## config.mk

```make
export PLATFORM = sky130hd
export DESIGN_NAME = div_sweep_ctrl_flat
export DESIGN_NICKNAME = d
export VERILOG_FILES = /design/src/rtl/div_sweep_ctrl_if.sv /design/src/rtl/div_sweep_ctrl.sv /design/src/flat_wrapper.sv
export SDC_FILE = /design/constraint.sdc
export NUM_CORES = 1
export LEC_CHECK = 0
export CAP_MARGIN = 20
export CORE_ASPECT_RATIO = 0.9
export CORE_UTILIZATION = 60
export CTS_BUF_LIST = sky130_fd_sc_hd__clkbuf_4 sky130_fd_sc_hd__clkbuf_8
export DETAILED_ROUTE_END_ITERATION = 10
export PLACE_DENSITY = 0.82
export REMOVE_ABC_BUFFERS = 1
export SETUP_SLACK_MARGIN = 0.15
export SLEW_MARGIN = 20
export SYNTH_ARGS = -nofsm -noshare
export SYNTH_HDL_FRONTEND = slang
export SYNTH_SLANG_ARGS = --single-unit
```

## constraint.sdc

```tcl
create_clock -name clkin -period 6.5 [get_ports clkin]
set_clock_uncertainty 0.1 [all_clocks]
set_input_delay 0.65 -clock clkin [delete_from_list [all_inputs] [get_ports clkin]]
set_output_delay 0.65 -clock clkin [all_outputs]
set_load 0.01 [all_outputs]
```

## src/rtl/div_sweep_ctrl_if.sv

```systemverilog
// rtl/div_sweep_ctrl_if.sv - config handshake and divider-ratio output bundle for div_sweep_ctrl
interface div_sweep_ctrl_if #(
    parameter int DIV_W   = 6,
    parameter int DWELL_W = 8
);
    logic               cfg_valid;
    logic               cfg_ready;
    logic [DIV_W-1:0]   cfg_start;
    logic [DIV_W-1:0]   cfg_stop;
    logic [DIV_W-1:0]   cfg_step;
    logic [DWELL_W-1:0] cfg_dwell;
    logic [1:0]         cfg_mode;
    logic               abort;
    logic [DIV_W-1:0]   div_out;
    logic               div_update;
    logic               busy;
    logic               done;

    modport master (
        output cfg_valid, cfg_start, cfg_stop, cfg_step, cfg_dwell, cfg_mode, abort,
        input  cfg_ready, div_out, div_update, busy, done
    );

    modport slave (
        input  cfg_valid, cfg_start, cfg_stop, cfg_step, cfg_dwell, cfg_mode, abort,
        output cfg_ready, div_out, div_update, busy, done
    );
endinterface

```

## src/rtl/div_sweep_ctrl.sv

```systemverilog
// rtl/div_sweep_ctrl.sv - steps the clock-divider ratio between two endpoints with a programmable dwell
module div_sweep_ctrl #(
    parameter int DIV_W       = 6,
    parameter int DWELL_W     = 8,
    parameter int DIV_DEFAULT = 8
) (
    input  logic             clkin,
    input  logic             rst,
    div_sweep_ctrl_if.slave  bus
);
    localparam logic [DIV_W-1:0] RATIO_DEF = DIV_W'(DIV_DEFAULT);
    localparam logic [DIV_W-1:0] RATIO_MIN = DIV_W'(2);
    localparam logic [DIV_W-1:0] STEP_MIN  = DIV_W'(1);

    typedef enum logic [1:0] {IDLE, RUN, HOLD} state_t;

    state_t             state_q, state_d;
    logic [DIV_W-1:0]   cur_q, cur_d;
    logic [DIV_W-1:0]   start_q, start_d;
    logic [DIV_W-1:0]   stop_q, stop_d;
    logic [DIV_W-1:0]   step_q, step_d;
    logic [DWELL_W-1:0] dwell_q, dwell_d;
    logic [DWELL_W-1:0] cnt_q, cnt_d;
    logic [1:0]         mode_q, mode_d;
    logic               up_q, up_d;
    logic               tgt_stop_q, tgt_stop_d;
    logic               upd_q, upd_d;
    logic               done_q, done_d;
    logic               busy_q, busy_d;
    logic               ready_q, ready_d;

    logic               accept;
    logic [DIV_W-1:0]   start_san, stop_san, step_san;
    logic [DIV_W-1:0]   target, tri_target;
    logic               dir_up;
    logic [DIV_W-1:0]   fwd_next, tri_next;

    // One step from cur toward tgt; the extra bit keeps overshoot visible so it clamps instead of wrapping.
    function automatic logic [DIV_W-1:0] step_toward(input logic [DIV_W-1:0] cur,
                                                     input logic [DIV_W-1:0] tgt,
                                                     input logic [DIV_W-1:0] stp,
                                                     input logic             up);
        logic [DIV_W:0] sum;
        logic [DIV_W-1:0] res;
        if (up) begin
            sum = {1'b0, cur} + {1'b0, stp};
            res = (sum >= {1'b0, tgt}) ? tgt : sum[DIV_W-1:0];
        end else begin
            sum = {1'b0, cur} - {1'b0, stp};
            res = (sum[DIV_W] || (sum[DIV_W-1:0] <= tgt)) ? tgt : sum[DIV_W-1:0];
        end
        return res;
    endfunction

    assign accept    = bus.cfg_valid & ready_q & ~bus.abort;
    assign start_san = (bus.cfg_start < RATIO_MIN) ? RATIO_MIN : bus.cfg_start;
    assign stop_san  = (bus.cfg_stop  < RATIO_MIN) ? RATIO_MIN : bus.cfg_stop;
    assign step_san  = (bus.cfg_step  < STEP_MIN)  ? STEP_MIN  : bus.cfg_step;

    // up_q is the start->stop direction; heading back to start runs the other way.
    assign target     = tgt_stop_q ? stop_q : start_q;
    assign tri_target = tgt_stop_q ? start_q : stop_q;
    assign dir_up     = tgt_stop_q ? up_q : ~up_q;
    assign fwd_next   = step_toward(cur_q, target, step_q, dir_up);
    assign tri_next   = step_toward(cur_q, tri_target, step_q, ~dir_up);

    always_ff @(posedge clkin or posedge rst) begin
        if (rst) begin
            state_q    <= IDLE;
            cur_q      <= RATIO_DEF;
            start_q    <= RATIO_MIN;
            stop_q     <= RATIO_MIN;
            step_q     <= STEP_MIN;
            dwell_q    <= '0;
            cnt_q      <= '0;
            mode_q     <= 2'b00;
            up_q       <= 1'b1;
            tgt_stop_q <= 1'b1;
            upd_q      <= 1'b0;
            done_q     <= 1'b0;
            busy_q     <= 1'b0;
            ready_q    <= 1'b1;
        end else begin
            state_q    <= state_d;
            cur_q      <= cur_d;
            start_q    <= start_d;
            stop_q     <= stop_d;
            step_q     <= step_d;
            dwell_q    <= dwell_d;
            cnt_q      <= cnt_d;
            mode_q     <= mode_d;
            up_q       <= up_d;
            tgt_stop_q <= tgt_stop_d;
            upd_q      <= upd_d;
            done_q     <= done_d;
            busy_q     <= busy_d;
            ready_q    <= ready_d;
        end
    end

    always_comb begin
        state_d    = state_q;
        cur_d      = cur_q;
        start_d    = start_q;
        stop_d     = stop_q;
        step_d     = step_q;
        dwell_d    = dwell_q;
        cnt_d      = cnt_q;
        mode_d     = mode_q;
        up_d       = up_q;
        tgt_stop_d = tgt_stop_q;
        upd_d      = 1'b0;
        done_d     = 1'b0;

        case (state_q)
            IDLE, HOLD: begin
                if (accept) begin
                    state_d    = RUN;
                    start_d    = start_san;
                    stop_d     = stop_san;
                    step_d     = step_san;
                    dwell_d    = bus.cfg_dwell;
                    mode_d     = bus.cfg_mode;
                    up_d       = (start_san <= stop_san);
                    tgt_stop_d = 1'b1;
                    cur_d      = start_san;
                    cnt_d      = bus.cfg_dwell;
                    upd_d      = 1'b1;
                end
            end
            RUN: begin
                if (bus.abort) begin
                    state_d = IDLE;
                end else if (cnt_q != '0) begin
                    cnt_d = cnt_q - 1'b1;
                end else if (cur_q != target) begin
                    cur_d = fwd_next;
                    cnt_d = dwell_q;
                    upd_d = 1'b1;
                end else begin
                    case (mode_q)
                        2'b01: begin
                            cur_d = start_q;
                            cnt_d = dwell_q;
                            upd_d = 1'b1;
                        end
                        2'b10: begin
                            tgt_stop_d = ~tgt_stop_q;
                            cur_d      = tri_next;
                            cnt_d      = dwell_q;
                            upd_d      = 1'b1;
                        end
                        default: begin
                            state_d = HOLD;
                            done_d  = 1'b1;
                        end
                    endcase
                end
            end
            default: state_d = IDLE;
        endcase

        busy_d  = (state_d == RUN);
        ready_d = (state_d != RUN);
    end

    assign bus.cfg_ready  = ready_q;
    assign bus.div_out    = cur_q;
    assign bus.div_update = upd_q;
    assign bus.busy       = busy_q;
    assign bus.done       = done_q;
endmodule

```

## src/flat_wrapper.sv

```systemverilog
// flat-port wrapper written by rule: the top's interface ports become plain ports
module div_sweep_ctrl_flat 
#(
    parameter int DIV_W       = 6,
    parameter int DWELL_W     = 8,
    parameter int DIV_DEFAULT = 8
)
  (clkin, rst, bus_cfg_valid, bus_cfg_start, bus_cfg_stop, bus_cfg_step, bus_cfg_dwell, bus_cfg_mode, bus_abort, bus_cfg_ready, bus_div_out, bus_div_update, bus_busy, bus_done);
  div_sweep_ctrl_if #(.DIV_W(DIV_W), .DWELL_W(DWELL_W)) bus_i ();
  input  logic clkin;
  input  logic rst;
  input wire logic [$bits(bus_i.cfg_valid)-1:0] bus_cfg_valid;
  input wire logic [$bits(bus_i.cfg_start)-1:0] bus_cfg_start;
  input wire logic [$bits(bus_i.cfg_stop)-1:0] bus_cfg_stop;
  input wire logic [$bits(bus_i.cfg_step)-1:0] bus_cfg_step;
  input wire logic [$bits(bus_i.cfg_dwell)-1:0] bus_cfg_dwell;
  input wire logic [$bits(bus_i.cfg_mode)-1:0] bus_cfg_mode;
  input wire logic [$bits(bus_i.abort)-1:0] bus_abort;
  output wire logic [$bits(bus_i.cfg_ready)-1:0] bus_cfg_ready;
  output wire logic [$bits(bus_i.div_out)-1:0] bus_div_out;
  output wire logic [$bits(bus_i.div_update)-1:0] bus_div_update;
  output wire logic [$bits(bus_i.busy)-1:0] bus_busy;
  output wire logic [$bits(bus_i.done)-1:0] bus_done;
  assign bus_i.cfg_valid = bus_cfg_valid;
  assign bus_i.cfg_start = bus_cfg_start;
  assign bus_i.cfg_stop = bus_cfg_stop;
  assign bus_i.cfg_step = bus_cfg_step;
  assign bus_i.cfg_dwell = bus_cfg_dwell;
  assign bus_i.cfg_mode = bus_cfg_mode;
  assign bus_i.abort = bus_abort;
  assign bus_cfg_ready = bus_i.cfg_ready;
  assign bus_div_out = bus_i.div_out;
  assign bus_div_update = bus_i.div_update;
  assign bus_busy = bus_i.busy;
  assign bus_done = bus_i.done;
  div_sweep_ctrl #(.DIV_W(DIV_W), .DWELL_W(DWELL_W), .DIV_DEFAULT(DIV_DEFAULT)) u_core (.clkin(clkin), .rst(rst), .bus(bus_i));
endmodule
```

==> results.py <==
metrics = {
    "yosys": {
        "synthesis.area_um2": 4180,
        "yosysWarnings": 0,
        "synth_ff_type": "dfrtp_1",
        "async_reset_ff_share_pct": 100,
        "synth_edf_count": 0,
        "synth_seq_cells": 50,
        "synth_cells": 489,
        "ys_seq_area_share_pct": 30.1,
        "syn_avg_cell_area_um2": 8.55,
        "ys_types": 63,
    },
    "run_status": {
        "status": "completed",
    },
    "power_and_ir_drop": {
        "p_leak_nw": 2.09,
        "max-vdd-ir-drop_mv": 0.361,
        "p_per_area_nw_per_um2": 571,
    },
    "placed_design": {
        "pre_cts_ws_ns": 1.93,
        "port_buffers": 41,
        "dp_hpwl_um": 8360,
        "place.gp.congestion": 0.949,
    },
    "setup_path": {
        "start_kind": "flip-flop",
        "critPathSlowestCell": "o311ai_1",
        "path_delay_family": "compound AO/OA/AOI/OAI gates",
        "endpoint_kind": "flip-flop",
        "r2r_slack_ns": 2.15,
        "cp_slowest_stage_delay_ns": 0.73,
        "cp_max_fo": 7,
        "cp_cell_sequence": "ha_1 -> nor2b_1 -> o31a_1 -> o311ai_1 -> ha_1 -> and4_1 -> a221oi_1 -> nor2_1 -> o31ai_1 -> o221ai_1 -> a31oi_1",
        "cpMostUsedCell": "ha_1",
        "cp.required_ns": 6.64,
        "path_class": "flip-flop to flip-flop",
        "crit_arrival_ns": 4.49,
        "critPathBufInv": 0,
    },
    "cells_and_area": {
        "fill_cells": 538,
        "final_layout_size_suffix_gt1_share_pct": 7.20,
        "num_antenna_cells": 0,
        "fin_nets": 592,
        "area_growth_pct": 13.0,
        "final_core_util_pct": 71.0,
    },
    "clocking": {
        "postCtsSetupBuffers": 0,
        "clkLatencyLatePin_ns": 0.31,
        "numCtsBuffers": 5,
        "path_clk_slew_ns": 0.10,
        "cts_resized": 0,
        "postCtsHoldBufs": 0,
        "clockBufferDepth": 2,
        "htreeDepth": 2,
        "root_buffer": "clkbuf_8",
        "cts.sinks": 50,
        "cts_tree": "done",
    },
    "timing": {
        "hold_viol_final": 0,
        "worst_pin_slew_ns": 0.897,
        "finalCritPeriodShare_pct": 67.0,
        "relSlewSlack_pct": 40.1,
        "fin_tns_setup_ns": 0,
        "max_freq_mhz": 230,
        "rsz0062_at_grt": "false",
        "slew_viol_final": 0,
        "setup_slack_ns": 2.15,
        "finalSetupViolCount": 0,
        "fin_crit_ns": 4.35,
    },
    "die": {
        "dieArea_um2": 7310,
        "die_x_um": 90.0,
        "initial_core_util_pct": 62.8,
        "die_y_um": 81.2,
        "ios": 42,
        "core_area_um2": 6660,
        "placementRows": 28,
    },
    "detailed_routing": {
        "drt-total-wl_um": 11100,
        "viasPerCell": 6.45,
        "first_iter_violations": 379,
        "wire_per_inst_um": 18.4,
        "ant_nets": 0,
        "drc": 0,
        "vias": 3895,
        "first_pass_iters": 5,
    },
    "global_routing": {
        "grt_pass1_wl_um": 18400,
        "grt.overflow.total": 0,
        "track_usage_pct": 31.9,
        "grt_pass1_vias": 3725,
        "antenna_found_initial": 0,
        "grt_max_degree": 51,
    },
    "run": {
        "maxCapViolCount": 0,
    },
    "worst_hold_path": {
        "hold_path_class": "flip-flop to flip-flop",
    },
}
==> cell type report <==
| class | instances | area [um^2] | area share (%) |
|---|---|---|---|
| Sequential cell | 50 | 1260 | 26.7 |
| Timing Repair Buffer | 44 | 433 | 9.16 |
| Inverter | 29 | 110 | 2.33 |
| Tap cell | 90 | 113 | 2.38 |
| Clock buffer | 6 | 76.3 | 1.62 |
| Multi-Input combinational cell | 383 | 2700 | 57.0 |
| Clock inverter | 2 | 37.5 | 0.794 |
==> report_power, final <==
group	total (W)	switching, W	internal (W)
clock	0.000232	0.000113	0.000119
sequential	0.000544	0.000126	0.000418
combinational	0.00192	0.00112	0.000799
==> cells by family after synthesis <==
group           Yosys count  synth area share, %
compound gates          139                 22.0
xor+xnor                 16                 3.35
fa+ha+maj                47                 14.4
buf+inv                  56                 5.45
flops                    50                 30.1
mux                      18                 4.73
simple gates            163                 19.9
==> flip-flops by register name, summed over array words and instances (netlist names) <==
register,count
u_core.bus.cfg_ready,1
u_core.tgt_stop_q,1
u_core.bus.busy,1
u_core.dwell_q,8
u_core.step_q,6
u_core.cnt_q,8
u_core.state_q,2
u_core.mode_q,2
u_core.bus.div_update,1
u_core.stop_q,6
u_core.start_q,6
u_core.bus.done,1
u_core.up_q,1
u_core.bus.div_out,6
==> stage by stage <==
stage | instance area (um^2) | instances | total power, W | hold slack (ns)
3_5_place_dp | 4610 | 596 | 0.00241 | 0.363
3_3_place_gp | 4610 | 596 | 0.00236 | 0.360
2_1_floorplan | 4060 | 462 | 0.00188 | 0.340
6_report | 4720 | 604 | 0.00270 | 0.382
5_1_grt | 4720 | 604 | 0.00292 | 0.401
4_1_cts | 4720 | 604 | 0.00265 | 0.387
==> path summary, 6_finish.rpt <==
check                                                  start                           endpoint  cells after the start
setup / recovery           u_core.bus.div_out[1]$_DFFE_PP0P_  u_core.bus.div_out[3]$_DFFE_PP1P_                     11
hold / removal                 u_core.dwell_q[5]$_DFFE_PP0P_      u_core.dwell_q[5]$_DFFE_PP0P_                      2
min in group asynchronous                                rst        u_core.state_q[0]$_DFF_PP0_                      2
max in group asynchronous                                rst  u_core.bus.div_out[0]$_DFFE_PP0P_                      2
setup reg to reg           u_core.bus.div_out[1]$_DFFE_PP0P_  u_core.bus.div_out[3]$_DFFE_PP1P_                     11
hold reg to reg                u_core.dwell_q[5]$_DFFE_PP0P_      u_core.dwell_q[5]$_DFFE_PP0P_                      2
==> cell usage after synthesis (10+ instances only) <==
library cell | instances | area share (%)
nand2_1 | 60 | 5.4
ha_1 | 45 | 13
dfrtp_1 | 43 | 26
o21ai_0 | 38 | 4.5
inv_1 | 29 | 2.6
nor2_1 | 28 | 2.5
a21oi_1 | 21 | 2.5
clkbuf_1 | 18 | 1.6
a21o_1 | 13 | 2.3
xnor2_1 | 13 | 2.7
mux2i_1 | 11 | 2.6
nor3_1 | 10 | 1.2
==> cells in the final DEF (no fill, tap or decap), types with 10 or more instances in the layout <==
master	synthesis	routed
nor2_1	28	27
nand2_1	60	60
dfrtp_1	43	43
xnor2_1	13	13
mux2i_1	11	11
nor3_1	10	10
inv_1	29	28
clkdlybuf4s50_1	0	41
a21o_1	13	13
o21ai_0	38	38
ha_1	45	45
a21oi_1	21	21
==> layer usage <==
layer / share of wire (%) / vias to the layer above / global-route usage [%]
met1: 44 / 1834 / 43.4
met5: 0 / - / 0
met2: 45 / 215 / 52.2
met4: 2.5 / 0 / 12.1
li1: - / 1821 / -
met3: 9.3 / 25 / 4.78
==> tightest hold or removal path, delay by kind of cell (launching register included) <==
family / cells / cell delay, ns
DFF: 1 / 0.35
and+or+nand+nor: 2 / 0.10
Note: power is estimated with default switching activity, not from simulation.
